<file path="src/rtl/cpu_pkg.sv">
// Shared definitions for the 16-bit, 4-bit-opcode CPU.
// Opcodes, condition codes, fetch FSM encoding and field positions.
package cpu_pkg;

    localparam logic [3:0] OP_ADD  = 4'h0;
    localparam logic [3:0] OP_SUB  = 4'h1;
    localparam logic [3:0] OP_AND  = 4'h2;
    localparam logic [3:0] OP_OR   = 4'h3;
    localparam logic [3:0] OP_XOR  = 4'h4;
    localparam logic [3:0] OP_NOT  = 4'h5;
    localparam logic [3:0] OP_SHL  = 4'h6;
    localparam logic [3:0] OP_SHR  = 4'h7;
    localparam logic [3:0] OP_ADDI = 4'h8;
    localparam logic [3:0] OP_LUI  = 4'h9;
    localparam logic [3:0] OP_LW   = 4'hA;
    localparam logic [3:0] OP_SW   = 4'hB;
    localparam logic [3:0] OP_BR   = 4'hC;
    localparam logic [3:0] OP_JAL  = 4'hD;
    localparam logic [3:0] OP_JR   = 4'hE;
    localparam logic [3:0] OP_EXEC = 4'hF;

    localparam logic [2:0] COND_NV  = 3'd0;
    localparam logic [2:0] COND_EQ  = 3'd1;
    localparam logic [2:0] COND_NE  = 3'd2;
    localparam logic [2:0] COND_LT  = 3'd3;
    localparam logic [2:0] COND_GE  = 3'd4;
    localparam logic [2:0] COND_LTU = 3'd5;
    localparam logic [2:0] COND_GEU = 3'd6;
    localparam logic [2:0] COND_AL  = 3'd7;

    typedef logic [1:0] fetch_state_t;

    localparam fetch_state_t ST_RST    = 2'd0;
    localparam fetch_state_t ST_FETCH  = 2'd1;
    localparam fetch_state_t ST_BUFFER = 2'd2;

    localparam logic [15:0] BUBBLE_INSTR = 16'h0000;

    localparam int OPC_MSB  = 15;
    localparam int OPC_LSB  = 12;
    localparam int COND_MSB = 11;
    localparam int COND_LSB = 9;

endpackage

</file>
<file path="src/rtl/fetch_unit_if.sv">
// Instruction-memory request/response bus between fetch and imem.
// The fetch stage is the master; ready qualifies rdata for the live request.
interface fetch_unit_if #(
    parameter int ADDR_W  = 16,
    parameter int INSTR_W = 16
);

    logic               imem_req;
    logic [ADDR_W-1:0]  imem_addr;
    logic               imem_ready;
    logic [INSTR_W-1:0] imem_rdata;

    modport master (
        output imem_req,
        output imem_addr,
        input  imem_ready,
        input  imem_rdata
    );

    modport slave (
        input  imem_req,
        input  imem_addr,
        output imem_ready,
        output imem_rdata
    );

endinterface

</file>
<file path="src/rtl/fetch_skid_buf.sv">
// One-entry skid buffer for the fetch stage.
// Clear beats load beats drain so a redirect always empties it.
module fetch_skid_buf #(
    parameter int W = 16
) (
    input  logic         clk,
    input  logic         rst_n,
    input  logic         load,
    input  logic         drain,
    input  logic         clear,
    input  logic [W-1:0] din,
    output logic [W-1:0] dout,
    output logic         full
);

    logic [W-1:0] data_q;
    logic         full_q;

    always_ff @(posedge clk or negedge rst_n) begin
        if (!rst_n) begin
            data_q <= '0;
            full_q <= 1'b0;
        end else if (clear) begin
            data_q <= '0;
            full_q <= 1'b0;
        end else if (load) begin
            data_q <= din;
            full_q <= 1'b1;
        end else if (drain) begin
            full_q <= 1'b0;
        end
    end

    assign dout = data_q;
    assign full = full_q;

endmodule

</file>
<file path="src/rtl/fetch_unit.sv">
// Instruction fetch stage: PC, fetch FSM and the IF/ID register.
// Stalls park one returned word in a skid buffer; redirects flush.
module fetch_unit
    import cpu_pkg::*;
#(
    parameter int              ADDR_W   = 16,
    parameter int              INSTR_W  = 16,
    parameter logic [ADDR_W-1:0] RESET_PC = '0
) (
    input  logic               clk,
    input  logic               rst_n,
    fetch_unit_if.master       imem,
    input  logic               stall,
    input  logic               redirect_en,
    input  logic [ADDR_W-1:0]  redirect_pc,
    output logic               if_valid,
    output logic [INSTR_W-1:0] if_instr,
    output logic [3:0]         if_opcode,
    output logic [2:0]         if_cond,
    output logic [ADDR_W-1:0]  if_pc_plus1
);

    fetch_state_t       state;
    logic [ADDR_W-1:0]  pc;
    logic [ADDR_W-1:0]  pc_inc;
    logic               ifv;
    logic [INSTR_W-1:0] ifi;
    logic [ADDR_W-1:0]  ifpp1;

    logic               st_rst;
    logic               st_fetch;
    logic               st_buf;
    logic               do_redir;
    logic               do_take;
    logic               do_skid;
    logic               do_bubble;
    logic               do_drain;

    logic [INSTR_W-1:0] skid_data;
    logic               skid_full;

    assign st_rst   = (state == ST_RST);
    assign st_fetch = (state == ST_FETCH);
    assign st_buf   = (state == ST_BUFFER);
    assign pc_inc   = pc + ADDR_W'(1);

    // Mutually exclusive actions; redirect masks everything past RST.
    assign do_redir  = !st_rst && redirect_en;
    assign do_take   = st_fetch && !redirect_en
                     && imem.imem_ready && !stall;
    assign do_skid   = st_fetch && !redirect_en
                     && imem.imem_ready && stall;
    assign do_bubble = st_fetch && !redirect_en
                     && !imem.imem_ready && !stall;
    assign do_drain  = st_buf && !redirect_en
                     && !stall && skid_full;

    always_ff @(posedge clk or negedge rst_n) begin
        if (!rst_n) begin
            state <= ST_RST;
            pc    <= RESET_PC;
            ifv   <= 1'b0;
            ifi   <= INSTR_W'(BUBBLE_INSTR);
            ifpp1 <= RESET_PC;
        end else begin
            unique case (1'b1)
                st_rst: begin
                    state <= ST_FETCH;
                end
                do_redir: begin
                    state <= ST_FETCH;
                    pc    <= redirect_pc;
                    ifv   <= 1'b0;
                    ifi   <= INSTR_W'(BUBBLE_INSTR);
                end
                do_take: begin
                    pc    <= pc_inc;
                    ifv   <= 1'b1;
                    ifi   <= imem.imem_rdata;
                    ifpp1 <= pc_inc;
                end
                do_skid: begin
                    state <= ST_BUFFER;
                    pc    <= pc_inc;
                end
                do_bubble: begin
                    ifv   <= 1'b0;
                    ifi   <= INSTR_W'(BUBBLE_INSTR);
                end
                // pc already points past the parked word
                do_drain: begin
                    state <= ST_FETCH;
                    ifv   <= 1'b1;
                    ifi   <= skid_data;
                    ifpp1 <= pc;
                end
                default: begin
                end
            endcase
        end
    end

    fetch_skid_buf #(
        .W (INSTR_W)
    ) u_skid (
        .clk   (clk),
        .rst_n (rst_n),
        .load  (do_skid),
        .drain (do_drain),
        .clear (do_redir),
        .din   (imem.imem_rdata),
        .dout  (skid_data),
        .full  (skid_full)
    );

    assign imem.imem_req  = st_fetch;
    assign imem.imem_addr = pc;

    assign if_valid    = ifv;
    assign if_instr    = ifi;
    assign if_opcode   = ifi[OPC_MSB:OPC_LSB];
    assign if_cond     = ifi[COND_MSB:COND_LSB];
    assign if_pc_plus1 = ifpp1;

endmodule

</file>
<file path="src/flat_wrapper.sv">
// flat-port wrapper written by rule: the top's interface ports become plain ports
module fetch_unit_flat import cpu_pkg::*;
#(
    parameter int              ADDR_W   = 16,
    parameter int              INSTR_W  = 16,
    parameter logic [ADDR_W-1:0] RESET_PC = '0
)
  (clk, rst_n, stall, redirect_en, redirect_pc, if_valid, if_instr, if_opcode, if_cond, if_pc_plus1, imem_imem_req, imem_imem_addr, imem_imem_ready, imem_imem_rdata);
  fetch_unit_if #(.ADDR_W(ADDR_W), .INSTR_W(INSTR_W)) imem_i ();
  input  logic clk;
  input  logic rst_n;
  input  logic stall;
  input  logic redirect_en;
  input  logic [ADDR_W-1:0] redirect_pc;
  output logic if_valid;
  output logic [INSTR_W-1:0] if_instr;
  output logic [3:0] if_opcode;
  output logic [2:0] if_cond;
  output logic [ADDR_W-1:0] if_pc_plus1;
  output wire logic [$bits(imem_i.imem_req)-1:0] imem_imem_req;
  output wire logic [$bits(imem_i.imem_addr)-1:0] imem_imem_addr;
  input wire logic [$bits(imem_i.imem_ready)-1:0] imem_imem_ready;
  input wire logic [$bits(imem_i.imem_rdata)-1:0] imem_imem_rdata;
  assign imem_imem_req = imem_i.imem_req;
  assign imem_imem_addr = imem_i.imem_addr;
  assign imem_i.imem_ready = imem_imem_ready;
  assign imem_i.imem_rdata = imem_imem_rdata;
  fetch_unit #(.ADDR_W(ADDR_W), .INSTR_W(INSTR_W), .RESET_PC(RESET_PC)) u_core (.clk(clk), .rst_n(rst_n), .imem(imem_i), .stall(stall), .redirect_en(redirect_en), .redirect_pc(redirect_pc), .if_valid(if_valid), .if_instr(if_instr), .if_opcode(if_opcode), .if_cond(if_cond), .if_pc_plus1(if_pc_plus1));
endmodule
</file>
<file path="config.mk">
export PLATFORM = sky130hd
export DESIGN_NAME = fetch_unit_flat
export DESIGN_NICKNAME = d
export VERILOG_FILES = /design/src/rtl/cpu_pkg.sv /design/src/rtl/fetch_unit_if.sv /design/src/rtl/fetch_skid_buf.sv /design/src/rtl/fetch_unit.sv /design/src/flat_wrapper.sv
export SDC_FILE = /design/constraint.sdc
export NUM_CORES = 1
export LEC_CHECK = 0
export BUFFER_PORTS_ARGS = -buffer_cell sky130_fd_sc_hd__buf_4
export CAP_MARGIN = 20
export CORE_UTILIZATION = 40
export CTS_BUF_LIST = sky130_fd_sc_hd__clkbuf_8
export DETAILED_ROUTE_END_ITERATION = 16
export PLACE_DENSITY = 0.66
export SLEW_MARGIN = 20
export SYNTH_ARGS = -nofsm -noshare
export SYNTH_HDL_FRONTEND = slang
export SYNTH_HIERARCHICAL = 1
export SYNTH_SLANG_ARGS = --single-unit
</file>
<file path="constraint.sdc">
create_clock -name clk -period 1.68 [get_ports clk]
set_input_delay 0 -clock clk [delete_from_list [all_inputs] [get_ports clk]]
set_output_delay 0 -clock clk [all_outputs]
set_load 0.01 [all_outputs]
</file>
# == Word level (Yosys, flattened, before mapping) ==
# Cells that the tools add are included.
# W data, S select, Z words.
# word_totals
ff_bits,68
wordCells,46
# op_classes
n_addsub,1
n_eq_ne,2
muxes,10
reduce_logical,26
# op_table
op,n
$pmux W16 S2,2
$pmux W16 S3,1
$mux W16,2
$add A16 B1 Y16 const B,1
$logic_and A1 B1 Y1,10
$reduce_bool A2 Y1,5
$reduce_bool A3 Y1,2
$reduce_or A2 Y1,3
$logic_not A1 Y1,4
$pmux W2 S2,1
$mux W1,3
$reduce_or A3 Y1,1
$eq A2 B1 Y1 const B,1
$eq A2 B2 Y1 const B,1
$logic_not A2 Y1,1
$pmux W1 S2,1

# == Longest topological paths before layout ==
# depth
depth_word,7
depth_mapped,9
ltp_nobuf,5

# == Modules after synthesis ==
# The synthesis kept the hierarchy.
# by_module_without_submodules
module,n_inst,cells_each,area_each_um2
fetch_unit,1,303,2837.7
fetch_skid_buf,1,56,701.9

# == Least setup slack after synthesis ==
# Ideal clock, no wire load.
# synth_path
path_type,register to register
start,"reg u_core.pc[0], in the netlist u_core/imem.imem_addr[0]"
end,"reg u_core.ifpp1[10], in the netlist u_core/if_pc_plus1[10]"
setup_time_ns,0.126
arrival_time_ns,1.785
path_slack_ns,-0.231
path_stages_with_launch,6
period_less_slack_ns,1.911
cell_sequence,dfrtp_1 ha_1 nand4_4 or3_4 a21o_1 a221o_1
# synth_between
elab_chain_cells,2
# synth_rtl
item,line_no,rtl
start: declaration,fetch_unit.sv:24,logic [ADDR_W-1:0] pc;
start signal: assignment,fetch_unit.sv:72,pc <= redirect_pc;
start signal: assignment,fetch_unit.sv:77,pc <= pc_inc;
start signal: assignment,fetch_unit.sv:84,pc <= pc_inc;
$add A16 B1 Y16,fetch_unit.sv:45,assign pc_inc = pc + ADDR_W'(1);
$pmux W16 S2,fetch_unit.sv:66,unique case (1'b1)
end signal: assignment,fetch_unit.sv:80,ifpp1 <= pc_inc;
end signal: assignment,fetch_unit.sv:95,ifpp1 <= pc;
end: declaration,fetch_unit.sv:28,logic [ADDR_W-1:0] ifpp1;
# Every way passes these cells.
# A chain may end at the register's enable or synchronous reset.

# == Worst setup path after layout ==
# layout_path
start,"reg u_core.pc[0], in the netlist u_core/imem.imem_addr[0]"
end,"reg u_core.pc[10], in the netlist u_core/imem.imem_addr[10]"
# layout_between
elab_chain_cells,2
# layout_rtl
item,line_no
$add A16 B1 Y16,fetch_unit.sv:45
$pmux W16 S2,fetch_unit.sv:66
# Every way passes these cells.

==> flow_summary.toml <==
[synthesis]
yosysTopAreaCell = "dfrtp_1"
synth_top_flop_cell = "dfrtp_1"
yosysSeqAreaShare_pct = 48.07
synth_warnings = 6
synth_commonest_cells = "68 x dfrtp_1, 45 x nor2_1, 29 x a21oi_1"
synth_cell_type_count = 54
synth-edff-count = 0
synth_area_um2 = 3540
async_reset_ff_share_pct = 100.0
synthesis.nets = 397
synth_area_leaders = "dfrtp_1 48%, nor2_1 4.8%, mux2i_1 4.5%, a21oi_1 4.1%, a32oi_1 4.0%"
yosysMostFrequentCell = "dfrtp_1"
synthCells = 359
synth_area_per_cell_um2 = 9.860
synth_top_area_share_pct = 48.07
ys_seq_elements = 68

[power]
pwr-share-comb_pct = 28.9
switchingPower_mw = 1.495
pwr-share-seq_pct = 42.5
switching_share_pct = 31.21
p_int_mw = 3.296
leakagePower_nw = 2.280
power_mw = 4.791
ir_drop_v = 0.0004447
clkPwrFrac_pct = 28.6
p_per_area_nw_per_um2 = 937.6

[setup_path]
r2r-end = "u_core/imem.imem_addr[10]$_DFFE_PN0P_"
regToRegSetupSlack_ps = -2
crit_fanout = 5
critPathCaptureType = "flop"
crit_required_ps = 1900
cp_slowest_cell = "dfrtp_2"
max_stage_delay_ps = 430
path_cells = "ha_4, nand4_4, or3_4, a21o_1, a221o_1"
cp.arrival_ps = 1900
r2r_start = "u_core/imem.imem_addr[0]$_DFFE_PN0P_"
crit_type = "reg2reg"
critPathCapture = "u_core/imem.imem_addr[10]$_DFFE_PN0P_"
reg2reg_depth = 5
crit_path_start_kind = "flop"
cp-startpoint = "u_core/imem.imem_addr[0]$_DFFE_PN0P_"

[routing]
first_iter_violations = 190
drcViolationCount = 0
detail-route-antenna-nets = 0
viasPerCell = 5.584
firstDrtPassIters = 4
drt-total-wl_um = 10120
vias = 3406
wl_per_cell_um = 16.60

[place]
io_buffers = 93
place_ws_ps = -45.24
dpl_cell_area_um2 = 4504
dpl.hpwl_um = 6715
gp_congestion = 0.8919

[sta]
relSlewSlack_pct = 41.89
finClkSkew_ps = 14.56
fmax_mhz = 594.4
final.setup.tns_ps = -4.744
period_share_pct = 100.1
period_needed_ps = 1682
hold_viol_final = 0
rsz0062_at_grt = "true"
setup_viol = 2
final.setup.worst_slack_ps = -2.418
drv_slew = 0
worstMarginPinSlew_ps = 871.7

[floorplan]
ioPinCount = 94
dieArea_um2 = 9229
floorplan.rows = 33
core-area_um2 = 8382
initial_core_util_pct = 42.23
fp.dieW_um = 96.07
die_y_um = 96.07

[run_status]
status = "finished, violations left"
failed_checks = "setup timing"

[finish]
fill_cells = 734
drive_gt1_share_pct = 35.25
n_antenna_cell = 0
area_delta_synth_final_pct = 44.36
regArea_um2 = 1705
design_area_um2 = 5110
multiInputGateArea_um2 = 1640
post-route-util_pct = 60.96
layout.nets = 538

[clock_tree]
h-tree-depth = 3
cts_sinks = 68
cts_tree = "built"
cts_buffer_depth = 2
numCtsBuffers = 9
cts.reportedPaths.clkPinSlew_ps = 80
root_buffer = "clkbuf_8"
clk_latency_ps = 340

[grt]
grt_overflow = 0
antenna_found_initial = 0
grt_max_degree = 69
grt_pass1_vias = 3249
grt_pass1_wl_um = 15980
gr-usage-all-layers_pct = 22.80

[hold_path]
hp-start = "redirect_pc[7]"
hold_path_class = "in2reg"

[flow_run]
drv_cap = 0
[critical path, delay by kind of cell (launching register included)]
family	cells	cell delay (ps)
DFF	1	430
AOI/OAI and AO/OA	2	450
and+or+nand+nor	2	520
adders and majority gates	1	170
[timing repair]
| item | in CTS | in global routing |
|---|---|---|
| hold buffers | 33 | 0 |
| endpoints found under the setup margin | 12 | 30 |
| endpoints found under the hold margin | 114 | 0 |
| gates cloned | 0 | 0 |
| buffers inserted | 0 | 1 |
| gates resized for setup | 1 | 14 |
| pin swaps | 0 | 6 |
[stage by stage]
| stage | std cells | hold WS [ps] |
|---|---|---|
| global route | 610 | 71.89 |
| detailed placement | 560 | 179.2 |
| global placement | 560 | 174.1 |
| finish | 610 | 45.87 |
| floorplan | 359 | -295.6 |
| CTS | 609 | 19.53 |
[registers in the layout, indices dropped and copies added, names as in the netlist]
register	count
u_core/if_instr	16
u_core/state	2
u_core/if_valid	1
u_core/u_skid/dout	16
u_core/u_skid/full	1
u_core/if_pc_plus1	16
u_core/imem.imem_addr	16
[power groups by stage]
| stage | clock, mW | combinational, mW | sequential [mW] |
|---|---|---|---|
| final | 1.37 | 1.38 | 2.04 |
| after global routing | 1.46 | 1.51 | 2.07 |
| after CTS | 1.40 | 1.36 | 2.04 |
| after detailed placement | 0 | 1.30 | 2.07 |
| after global placement | 0 | 1.28 | 2.06 |
| after floorplan | 0 | 0.553 | 2.15 |
[final cells by class]
type                    instances  share of cell area (%)
flip-flops and latches         68                   33.37
multi-input cells             245                   32.10
repair buffers                166                   27.23
clock buffers                  10                   2.693
well taps                     105                   2.571
clock inverters                 6                   1.249
inverters                      10                  0.7835
[placed cells by master (no fill, tap or decap), types with 3 or more instances in the layout]
master         Yosys  layout
a21oi_1           29      29
a221o_1           13      13
a311oi_1           3       3
a32oi_1           16      16
and3_1             5       5
buf_12             1       5
buf_4             10     128
clkbuf_8           0      10
dfrtp_1           68      65
dfrtp_2            0       3
dlygate4sd3_1      0      33
inv_1              8       8
mux2i_1           16      16
nand2_1           16      15
nand2b_1           3       3
nand3_1           12      11
nor2_1            45      43
nor3_1            18      16
o21ai_0           12      11
o21ai_1            6       7
o221a_1            3       3
o22ai_1            6       6
or3_1              4       3
[layer usage]
metal,share of wire [%],wire length (um),track usage [%]
met5,0,0,0
met4,1.8,180,8.955
met3,5.4,545,3.160
met2,48,4811,34.16
met1,45,4586,33.13
[logic make-up after synthesis]
family | Yosys count | share of synthesized area, %
compound gates | 105 | 20.82
fa+ha+maj | 1 | 0.3534
buf+inv | 46 | 7.918
flops | 68 | 48.07
mux | 16 | 4.524
simple gates | 123 | 18.31
[worst min path at each step]
stage / endpoint / slack [ps] / cells past startpoint
CTS: u_core/imem.imem_addr[7]$_DFFE_PN0P_ / 20 / 4
global placement: u_core/if_instr[4]$_DFFE_PN0P_ / 170 / 1
finish: u_core/imem.imem_addr[7]$_DFFE_PN0P_ / 50 / 4
floorplan: u_core/if_instr[0]$_DFFE_PN0P_ / -300 / 0
detailed placement: u_core/if_instr[4]$_DFFE_PN0P_ / 180 / 1
global route: u_core/imem.imem_addr[7]$_DFFE_PN0P_ / 70 / 4
Power figures use the tool's default switching activity.
